[src/rtl/ge_pkg.sv]
// Shared types and default sizes for the GF(2) elimination row feeder.
// Optional watchdog is enabled with GE_FEED_TIMEOUT_EN.
package ge_pkg;

  localparam int GE_DAT_W   = 4;
  localparam int GE_TIMEOUT = 64;

  typedef enum logic [1:0] {
    LOAD,
    FEED,
    WAIT,
    RESULT
  } ge_state_e;

endpackage

[src/rtl/ge_row_buf.sv]
// DAT_W x DAT_W row store: one write port, one combinational read port.
// Contents are never reset; every matrix overwrites all rows.
module ge_row_buf
  import ge_pkg::*;
#(
  parameter int DAT_W = GE_DAT_W,
  parameter int IDX_W = 2
) (
  input  logic             clk,
  input  logic             wr_en,
  input  logic [IDX_W-1:0] wr_idx,
  input  logic [DAT_W-1:0] wr_row,
  input  logic [IDX_W-1:0] rd_idx,
  output logic [DAT_W-1:0] rd_row
);

  logic [DAT_W-1:0] mem_q [DAT_W];

  always_ff @(posedge clk) begin
    if (wr_en) begin
      mem_q[wr_idx] <= wr_row;
    end
  end

  assign rd_row = mem_q[rd_idx];

endmodule

[src/rtl/ge_row_feeder.sv]
// Loads one binary matrix, streams it into the systolic GE array, returns rank.
// Define GE_FEED_TIMEOUT_EN to add the WAIT watchdog and res_timeout port.
module ge_row_feeder
  import ge_pkg::*;
#(
  parameter int DAT_W   = GE_DAT_W,
  parameter int TIMEOUT = GE_TIMEOUT
) (
  input  logic             clk,
  input  logic             rst_b,
  input  logic             in_valid,
  output logic             in_ready,
  input  logic [DAT_W-1:0] in_row,
  output logic             sa_start,
  output logic [DAT_W-1:0] sa_data,
  input  logic             sa_finish,
  input  logic             sa_full_rank,
  output logic             res_valid,
  input  logic             res_ready,
  output logic             res_full_rank,
`ifdef GE_FEED_TIMEOUT_EN
  output logic             res_timeout,
`endif
  output logic             busy
);

  localparam int IDX_W = (DAT_W > 1) ? $clog2(DAT_W) : 1;
  localparam int CNT_W = $clog2(DAT_W) + 1;
  localparam logic [CNT_W-1:0] LAST_ROW = CNT_W'(DAT_W - 1);
  localparam logic [IDX_W-1:0] LAST_FEED = IDX_W'(DAT_W - 1);

  ge_state_e        state_q, state_d;
  logic [CNT_W-1:0] row_cnt_q, row_cnt_d;
  logic [IDX_W-1:0] feed_cnt_q, feed_cnt_d;
  logic             sa_start_q, sa_start_d;
  logic [DAT_W-1:0] sa_data_q, sa_data_d;
  logic             full_rank_q, full_rank_d;

  logic             wr_en;
  logic [IDX_W-1:0] rd_idx;
  logic [DAT_W-1:0] rd_row;
  logic [DAT_W-1:0] first_row;

`ifdef GE_FEED_TIMEOUT_EN
  localparam int WT_W = $clog2(TIMEOUT + 1);
  localparam logic [WT_W-1:0] WT_LIM = WT_W'(TIMEOUT);
  logic [WT_W-1:0] wait_cnt_q, wait_cnt_d;
  logic            timeout_q, timeout_d;
`endif

  ge_row_buf #(
    .DAT_W (DAT_W),
    .IDX_W (IDX_W)
  ) u_buf (
    .clk    (clk),
    .wr_en  (wr_en),
    .wr_idx (row_cnt_q[IDX_W-1:0]),
    .wr_row (in_row),
    .rd_idx (rd_idx),
    .rd_row (rd_row)
  );

  // With a single row, row 0 is the one being written this cycle.
  assign first_row = (DAT_W == 1) ? in_row : rd_row;

  always_comb begin
    state_d     = state_q;
    row_cnt_d   = row_cnt_q;
    feed_cnt_d  = feed_cnt_q;
    sa_start_d  = 1'b0;
    sa_data_d   = '0;
    full_rank_d = full_rank_q;
    wr_en       = 1'b0;
    rd_idx      = '0;
`ifdef GE_FEED_TIMEOUT_EN
    wait_cnt_d  = wait_cnt_q;
    timeout_d   = timeout_q;
`endif
    unique case (state_q)
      LOAD: begin
        if (in_valid) begin
          wr_en = 1'b1;
          if (row_cnt_q == LAST_ROW) begin
            state_d    = FEED;
            row_cnt_d  = '0;
            feed_cnt_d = '0;
            sa_start_d = 1'b1;
            sa_data_d  = first_row;
          end else begin
            row_cnt_d = row_cnt_q + 1'b1;
          end
        end
      end
      FEED: begin
        if (feed_cnt_q == LAST_FEED) begin
          state_d = WAIT;
`ifdef GE_FEED_TIMEOUT_EN
          wait_cnt_d = '0;
`endif
        end else begin
          feed_cnt_d = feed_cnt_q + 1'b1;
          rd_idx     = feed_cnt_q + 1'b1;
          sa_data_d  = rd_row;
        end
      end
      WAIT: begin
        if (sa_finish) begin
          state_d     = RESULT;
          full_rank_d = sa_full_rank;
`ifdef GE_FEED_TIMEOUT_EN
          timeout_d   = 1'b0;
        end else if (wait_cnt_q == WT_LIM) begin
          state_d     = RESULT;
          full_rank_d = 1'b0;
          timeout_d   = 1'b1;
        end else begin
          wait_cnt_d = wait_cnt_q + 1'b1;
`endif
        end
      end
      RESULT: begin
        if (res_ready) begin
          state_d = LOAD;
`ifdef GE_FEED_TIMEOUT_EN
          timeout_d = 1'b0;
`endif
        end
      end
      default: state_d = LOAD;
    endcase
  end

  always_ff @(posedge clk) begin
    if (rst_b) begin
      state_q     <= LOAD;
      row_cnt_q   <= '0;
      feed_cnt_q  <= '0;
      sa_start_q  <= 1'b0;
      sa_data_q   <= '0;
      full_rank_q <= 1'b0;
`ifdef GE_FEED_TIMEOUT_EN
      wait_cnt_q  <= '0;
      timeout_q   <= 1'b0;
`endif
    end else begin
      state_q     <= state_d;
      row_cnt_q   <= row_cnt_d;
      feed_cnt_q  <= feed_cnt_d;
      sa_start_q  <= sa_start_d;
      sa_data_q   <= sa_data_d;
      full_rank_q <= full_rank_d;
`ifdef GE_FEED_TIMEOUT_EN
      wait_cnt_q  <= wait_cnt_d;
      timeout_q   <= timeout_d;
`endif
    end
  end

  assign in_ready      = (state_q == LOAD);
  assign busy          = (state_q != LOAD);
  assign res_valid     = (state_q == RESULT);
  assign sa_start      = sa_start_q;
  assign sa_data       = sa_data_q;
  assign res_full_rank = full_rank_q;
`ifdef GE_FEED_TIMEOUT_EN
  assign res_timeout   = timeout_q;
`endif

endmodule

[config.mk]
export PLATFORM = sky130hd
export DESIGN_NAME = ge_row_feeder
export DESIGN_NICKNAME = d
export VERILOG_FILES = /design/src/rtl/ge_pkg.sv /design/src/rtl/ge_row_buf.sv /design/src/rtl/ge_row_feeder.sv
export SDC_FILE = /design/constraint.sdc
export NUM_CORES = 1
export LEC_CHECK = 0
export CAP_MARGIN = 20
export CELL_PAD_IN_SITES_DETAIL_PLACEMENT = 0
export CELL_PAD_IN_SITES_GLOBAL_PLACEMENT = 2
export CORE_UTILIZATION = 32
export DETAILED_ROUTE_END_ITERATION = 6
export GPL_TIMING_DRIVEN = 0
export PLACE_DENSITY_LB_ADDON = 0.1
export SYNTH_ARGS = -nofsm -noshare
export SYNTH_HDL_FRONTEND = slang
export SYNTH_SLANG_ARGS = --single-unit
export TNS_END_PERCENT = 10
[constraint.sdc]
create_clock -name clk -period 1.35 [get_ports clk]
set_input_delay 0.405 -clock clk [delete_from_list [all_inputs] [get_ports clk]]
set_output_delay 0.405 -clock clk [all_outputs]
set_load 0.05 [all_outputs]
# == After elaboration in Yosys (flattened, before gate mapping) ==
# Memories as Yosys holds them, arrays and structs flattened.
# Cells that the tools add are included.
# word_totals
regBits,13
ramBits,16
input_bits,10
out_inout_bits,9
word_cells,52
mem_count,1
# mem_list
memory,words,word_bits,read_ports,rd_ports_with_merged_regs,write_ports,line_no,source
u_buf.mem_q,4,4,1,0,1,ge_row_buf.sv:17,logic [DAT_W-1:0] mem_q [DAT_W];
# classes
add_sub_neg,2
eq_ne,11
n_mux,22
bitwise_logic,2
reduce_logical,8
# ops
cell,count
$mux 2,10
$mux 4,3
$ne 2x2->1 const B,4
$pmux 2 s4,1
$pmux 4 s2,1
$eq 2x2->1 const B,3
$mux 1,5
$reduce_and 5->1,1
$ne 2x1->1 const B,2
$pmux 2 s2,1
$reduce_and 2->1,2
$reduce_and 4->1,1
$reduce_bool 2->1,2
$add 3x1->3 const B,1
$eq 3x2->1 const B,1
$mux 3,1
$reduce_or 3->1,1
$add 2x1->2 const B,1
$eq 2x1->1 const B,1
$logic_not 2->1,1
$not 1->1,2

# == Logic depth before layout (Yosys ltp) ==
# An unclocked memory read counts as a cell.
# logic_depth
depth_word,7
depth_mapped,6
depth_no_buf,5

# == Modules after synthesis ==
# From an unflattened synthesis, not the netlist that was laid out.
# unflattened
cells_unflattened,92
area_unflattened_um2,1300.0
# modules_own_cells
mod,n_inst,cells_each,area_per_inst_um2,seq_area_each_um2
ge_row_feeder,1,68,683.2,260.2
ge_row_buf,1,24,616.8,480.5

# == Least setup slack after synthesis ==
# Ideal clock, no wire load.
# synth_path
path_type,register -> output
from,register state_q[0]
to,output port busy
t_arrival_ns,1.514
required_time_ns,0.945
setup_slack_ns,-0.569
path_stages_with_launch,5
n_path_buf,1
cell_sequence,dfxtp_1 > inv_1 > ha_1 > clkbuf_1 > inv_1
# synth_between
elab_chain_cells,1
# synth_rtl
element,line_no,source
from (decl),ge_row_feeder.sv:32,"ge_state_e state_q, state_d;"
from (signal assigned),ge_row_feeder.sv:146,state_q <= state_d;
$reduce_bool 2->1,ge_row_feeder.sv:160,assign busy = (state_q != LOAD);
to (decl),ge_row_feeder.sv:24,output logic busy
# No other way between the ends.

# == Worst setup path in the final report ==
# Ends and elaborated chain as after synthesis.

==> flow_metrics.py <==
metrics = {
    "die": {
        "fp.dieArea_mm2": 0.00460,
        "start_util_pct": 33.9,
        "die_width_um": 67.8,
        "fp.coreArea_mm2": 0.00409,
        "die-height_um": 67.8,
        "io-pin-count": 19,
        "row_count": 23,
    },
    "layout": {
        "post-route-util_pct": 47.2,
        "nets": 170,
        "final_layout_size_suffix_gt1_share_pct": 36.8,
        "non_filler_cells_in_the_finished_layout": 202,
        "layout.cell_area.non_filler_mm2": 0.00193,
        "layout.cells.most_common": "sky130_fd_sc_hd__edfxtp_1",
        "mostFrequentLayoutCells": "16 x sky130_fd_sc_hd__edfxtp_1, 10 x sky130_fd_sc_hd__a21oi_1, 10 x sky130_fd_sc_hd__dfxtp_1, 9 x sky130_fd_sc_hd__nand2_1",
        "antenna_cells_inserted": 0,
        "area_growth_syn_to_layout_pct": 39.2,
        "layout.filler_cells": 402,
    },
    "power_and_ir_drop": {
        "clockPowerShare_pct": 29.2,
        "power.total_mw": 2.51,
        "internal_power_of_the_cells_mw": 1.78,
        "switchingPower_uw": 730,
        "static_leakage_power_nw": 0.698,
        "power.combinational.fraction_pct": 29.5,
        "powerDensity_mw_per_mm2": 1300,
        "max-vdd-ir-drop_v": 0.000830,
        "sw_frac_of_total_pct": 29.1,
        "sequentialPowerShare_pct": 41.3,
    },
    "logic_synthesis": {
        "post_synth_mux_area_share_pct": 1.45,
        "postSynthCellCount": 120,
        "synthXorXnorAreaFrac_pct": 0,
        "synth_seq_cells": 29,
        "syn_area_per_cell_um2": 11.5,
        "synth_fa_ha_area_share_pct": 8.13,
        "ys_seq_area_share_pct": 53.5,
        "ys_warn_count": 0,
        "synth.distinct_cells": 30,
        "synth_simple_gate_area_share_pct": 19.3,
        "synth.net_count": 139,
        "dominant_combinational_cell_family_by_area_after_synthesis": "simple AND/OR/NAND/NOR gates",
        "synthesis.area_mm2": 0.00139,
        "synth-compound-area-share_pct": 14.5,
    },
    "routing": {
        "route.antenna.remaining_nets": 0,
        "vias": 1020,
        "routedWlPerCell_um": 15.4,
        "via_per_inst": 5.05,
        "dr.first_iter.drc_count": 33,
        "drc": 0,
        "finalWirelength_um": 3110,
        "first_pass_iters": 4,
    },
    "clock_tree": {
        "clkLatencyLatePin_ps": 280,
        "clock_root_buffer": "sky130_fd_sc_hd__clkbuf_8",
        "cts_buffer_depth": 2,
        "postCtsHoldBufs": 0,
        "tritoncts": "done",
        "cts-buffers-inserted": 5,
        "cts.sinks": 29,
        "clkTransAtPathRegs_ps": 60,
        "h-tree-depth": 2,
    },
    "placement": {
        "gpl.final_weighted_congestion": 0.727,
        "buffer_ports.inserted": 17,
        "post-dp-hpwl_um": 2080,
        "dpl-instance-area_mm2": 0.00170,
        "dpl.cell_count": 187,
    },
    "worst_setup_path": {
        "critical_path_at_ps": 1170,
        "cp_slowest_cell": "sky130_fd_sc_hd__dfxtp_4",
        "timing_worst_setup_path_type": "reg2out",
        "critPathRequiredTime_ps": 950,
        "cp_max_fo": 3,
        "critPathMaxStageDelay_ps": 370,
        "worstPathCellList": "inv_4, ha_4, clkbuf_16, clkinv_4, buf_8",
        "end_kind": "output port",
        "timing.critical_path.from_type": "flop",
    },
    "timing": {
        "fin_crit_sh_pct": 116,
        "timing.slew.headroom_pct": 64.7,
        "final.setup_skew_ps": 7.97,
        "timing.final.crit_period_ps": 1570,
        "fmaxAchievable_ghz": 0.637,
        "worst_slew_pin_slew_ps": 529,
        "slew_viol_final": 0,
        "postLayoutSetupSlackWorst_ps": -221,
        "setup_viol": 27,
        "fin_hold_ws_ps": 462,
        "rsz0062_at_grt": "true",
        "hold_viol_final": 0,
    },
    "global_route": {
        "grt.met1_usage_pct": 19.2,
        "grt_start_max_net_pins": 11,
        "grt.met2_usage_pct": 24.9,
        "gr-max-usage-layer": "met2",
        "grt_first_pass_wirelength_um": 4920,
        "grt_pass1_vias": 995,
        "initial_antenna_violation_count": 0,
        "use_met3_pct": 4.05,
        "global_route.usage.total_pct": 15.4,
        "grt_overflow_total": 0,
    },
    "outcome": {
        "violations": "negative setup slack",
        "status": "finished with violations",
    },
    "min_path": {
        "holdCritPathClass": "reg2reg",
    },
    "job": {
        "max-cap-violations": 0,
    },
}
==> synthesized netlist by cell type <==
master                       n  area, um^2
sky130_fd_sc_hd__nand2_1     9        33.8
sky130_fd_sc_hd__buf_2       2        10.0
sky130_fd_sc_hd__nor2_1      1        3.75
sky130_fd_sc_hd__nand4_1     2        12.5
sky130_fd_sc_hd__or3b_2      2        17.5
sky130_fd_sc_hd__or4_1       1        7.51
sky130_fd_sc_hd__nand4b_1    1        8.76
sky130_fd_sc_hd__o31a_1      4        35.0
sky130_fd_sc_hd__nor2b_1     7        43.8
sky130_fd_sc_hd__nand3b_2    1        11.3
sky130_fd_sc_hd__clkbuf_1    3        11.3
sky130_fd_sc_hd__nor3b_1     1        7.51
sky130_fd_sc_hd__a21oi_1    12        60.1
sky130_fd_sc_hd__a2111oi_4   1        27.5
sky130_fd_sc_hd__a31o_2      1        8.76
sky130_fd_sc_hd__dfxtp_1    13         260
sky130_fd_sc_hd__ha_1        9         113
sky130_fd_sc_hd__nand2b_1    3        18.8
sky130_fd_sc_hd__inv_1       6        22.5
sky130_fd_sc_hd__nand3_1     2        10.0
sky130_fd_sc_hd__or3b_1      2        17.5
sky130_fd_sc_hd__a22o_2      1        10.0
sky130_fd_sc_hd__a2111oi_0   1        8.76
sky130_fd_sc_hd__edfxtp_1   16         480
sky130_fd_sc_hd__nand4bb_1   3        33.8
sky130_fd_sc_hd__mux2i_1     2        20.0
sky130_fd_sc_hd__and3_2      4        30.0
sky130_fd_sc_hd__or4bb_1     1        11.3
sky130_fd_sc_hd__o211a_1     1        10.0
sky130_fd_sc_hd__o21ai_0     8        40.0
==> through the flow <==
stage | TNS, ps | setup slack [ps]
6_report | -2240 | -221
5_1_grt | -3440 | -255
4_1_cts | -2560 | -256
3_5_place_dp | -12670 | -681
3_3_place_gp | -12460 | -677
2_1_floorplan | -1060 | -66.0
==> cells by family (layout without fill, tap and decap cells) <==
family | count (synthesis) | after routing
and+or+nand+nor | 40 | 40
DFF | 29 | 29
muxes | 2 | 2
adders and majority gates | 9 | 9
AOI/OAI and AO/OA | 29 | 29
buffers and inverters | 11 | 43
==> repair_timing <==
action,4_1_cts,5_1_grt
gates resized for setup,63,18
setup endpoints to repair,33,30
pin swaps,5,3
setup buffers,5,2
==> critical path: cells and delay by family, from the launching register on <==
kind / cells / cell delay (ps)
adder cells (fa/ha/maj): 1 / 160
flip-flops: 1 / 370
buffers and inverters: 4 / 350
==> sequential cells by signal, indices dropped and copies added (netlist names) <==
register and cells:
feed_cnt_q 2, res_full_rank 1, row_cnt_q 3, sa_data 4, sa_start 1, state_q 2, u_buf.mem_q 16
==> area by class of cell <==
class / instances / area (um^2) / share of cell area, %
buffer: 5 / 56.3 / 2.92
timing repair buffer: 24 / 196 / 10.2
tap: 50 / 62.6 / 3.24
sequential: 29 / 752 / 39.0
clock buffer: 8 / 90.1 / 4.67
multi-input combinational: 80 / 738 / 38.3
inverter: 6 / 32.5 / 1.69
==> path summary, 6_finish.rpt <==
check / from / slack (ps) / cells past startpoint / endpoint
hold reg to reg: res_full_rank$_SDFFE_PP0P_ / 460 / 2 / res_full_rank$_SDFFE_PP0P_
hold / removal: res_full_rank$_SDFFE_PP0P_ / 460 / 2 / res_full_rank$_SDFFE_PP0P_
setup reg to reg: state_q[0]$_SDFFE_PP0P_ / -150 / 6 / feed_cnt_q[0]$_SDFFE_PP0P_
setup / recovery: state_q[0]$_SDFFE_PP0P_ / -220 / 5 / busy
==> per-layer routing <==
| layer | part of all wire [%] | wire (um) |
|---|---|---|
| met1 | 47 | 1470 |
| met2 | 48 | 1480 |
| met3 | 3.3 | 102 |
| met4 | 1.8 | 57 |
| met5 | 0 | 0 |
==> power groups by stage <==
stage	Sequential [mW]	Clock, mW	Combinational, mW
6_report	1.03	0.733	0.738
5_1_grt	1.04	0.793	0.791
4_1_cts	1.04	0.751	0.681
3_5_place_dp	1.06	0	0.583
3_3_place_gp	1.06	0	0.577
2_1_floorplan	1.09	0	0.400
Note: power is estimated with default switching activity, not from simulation.
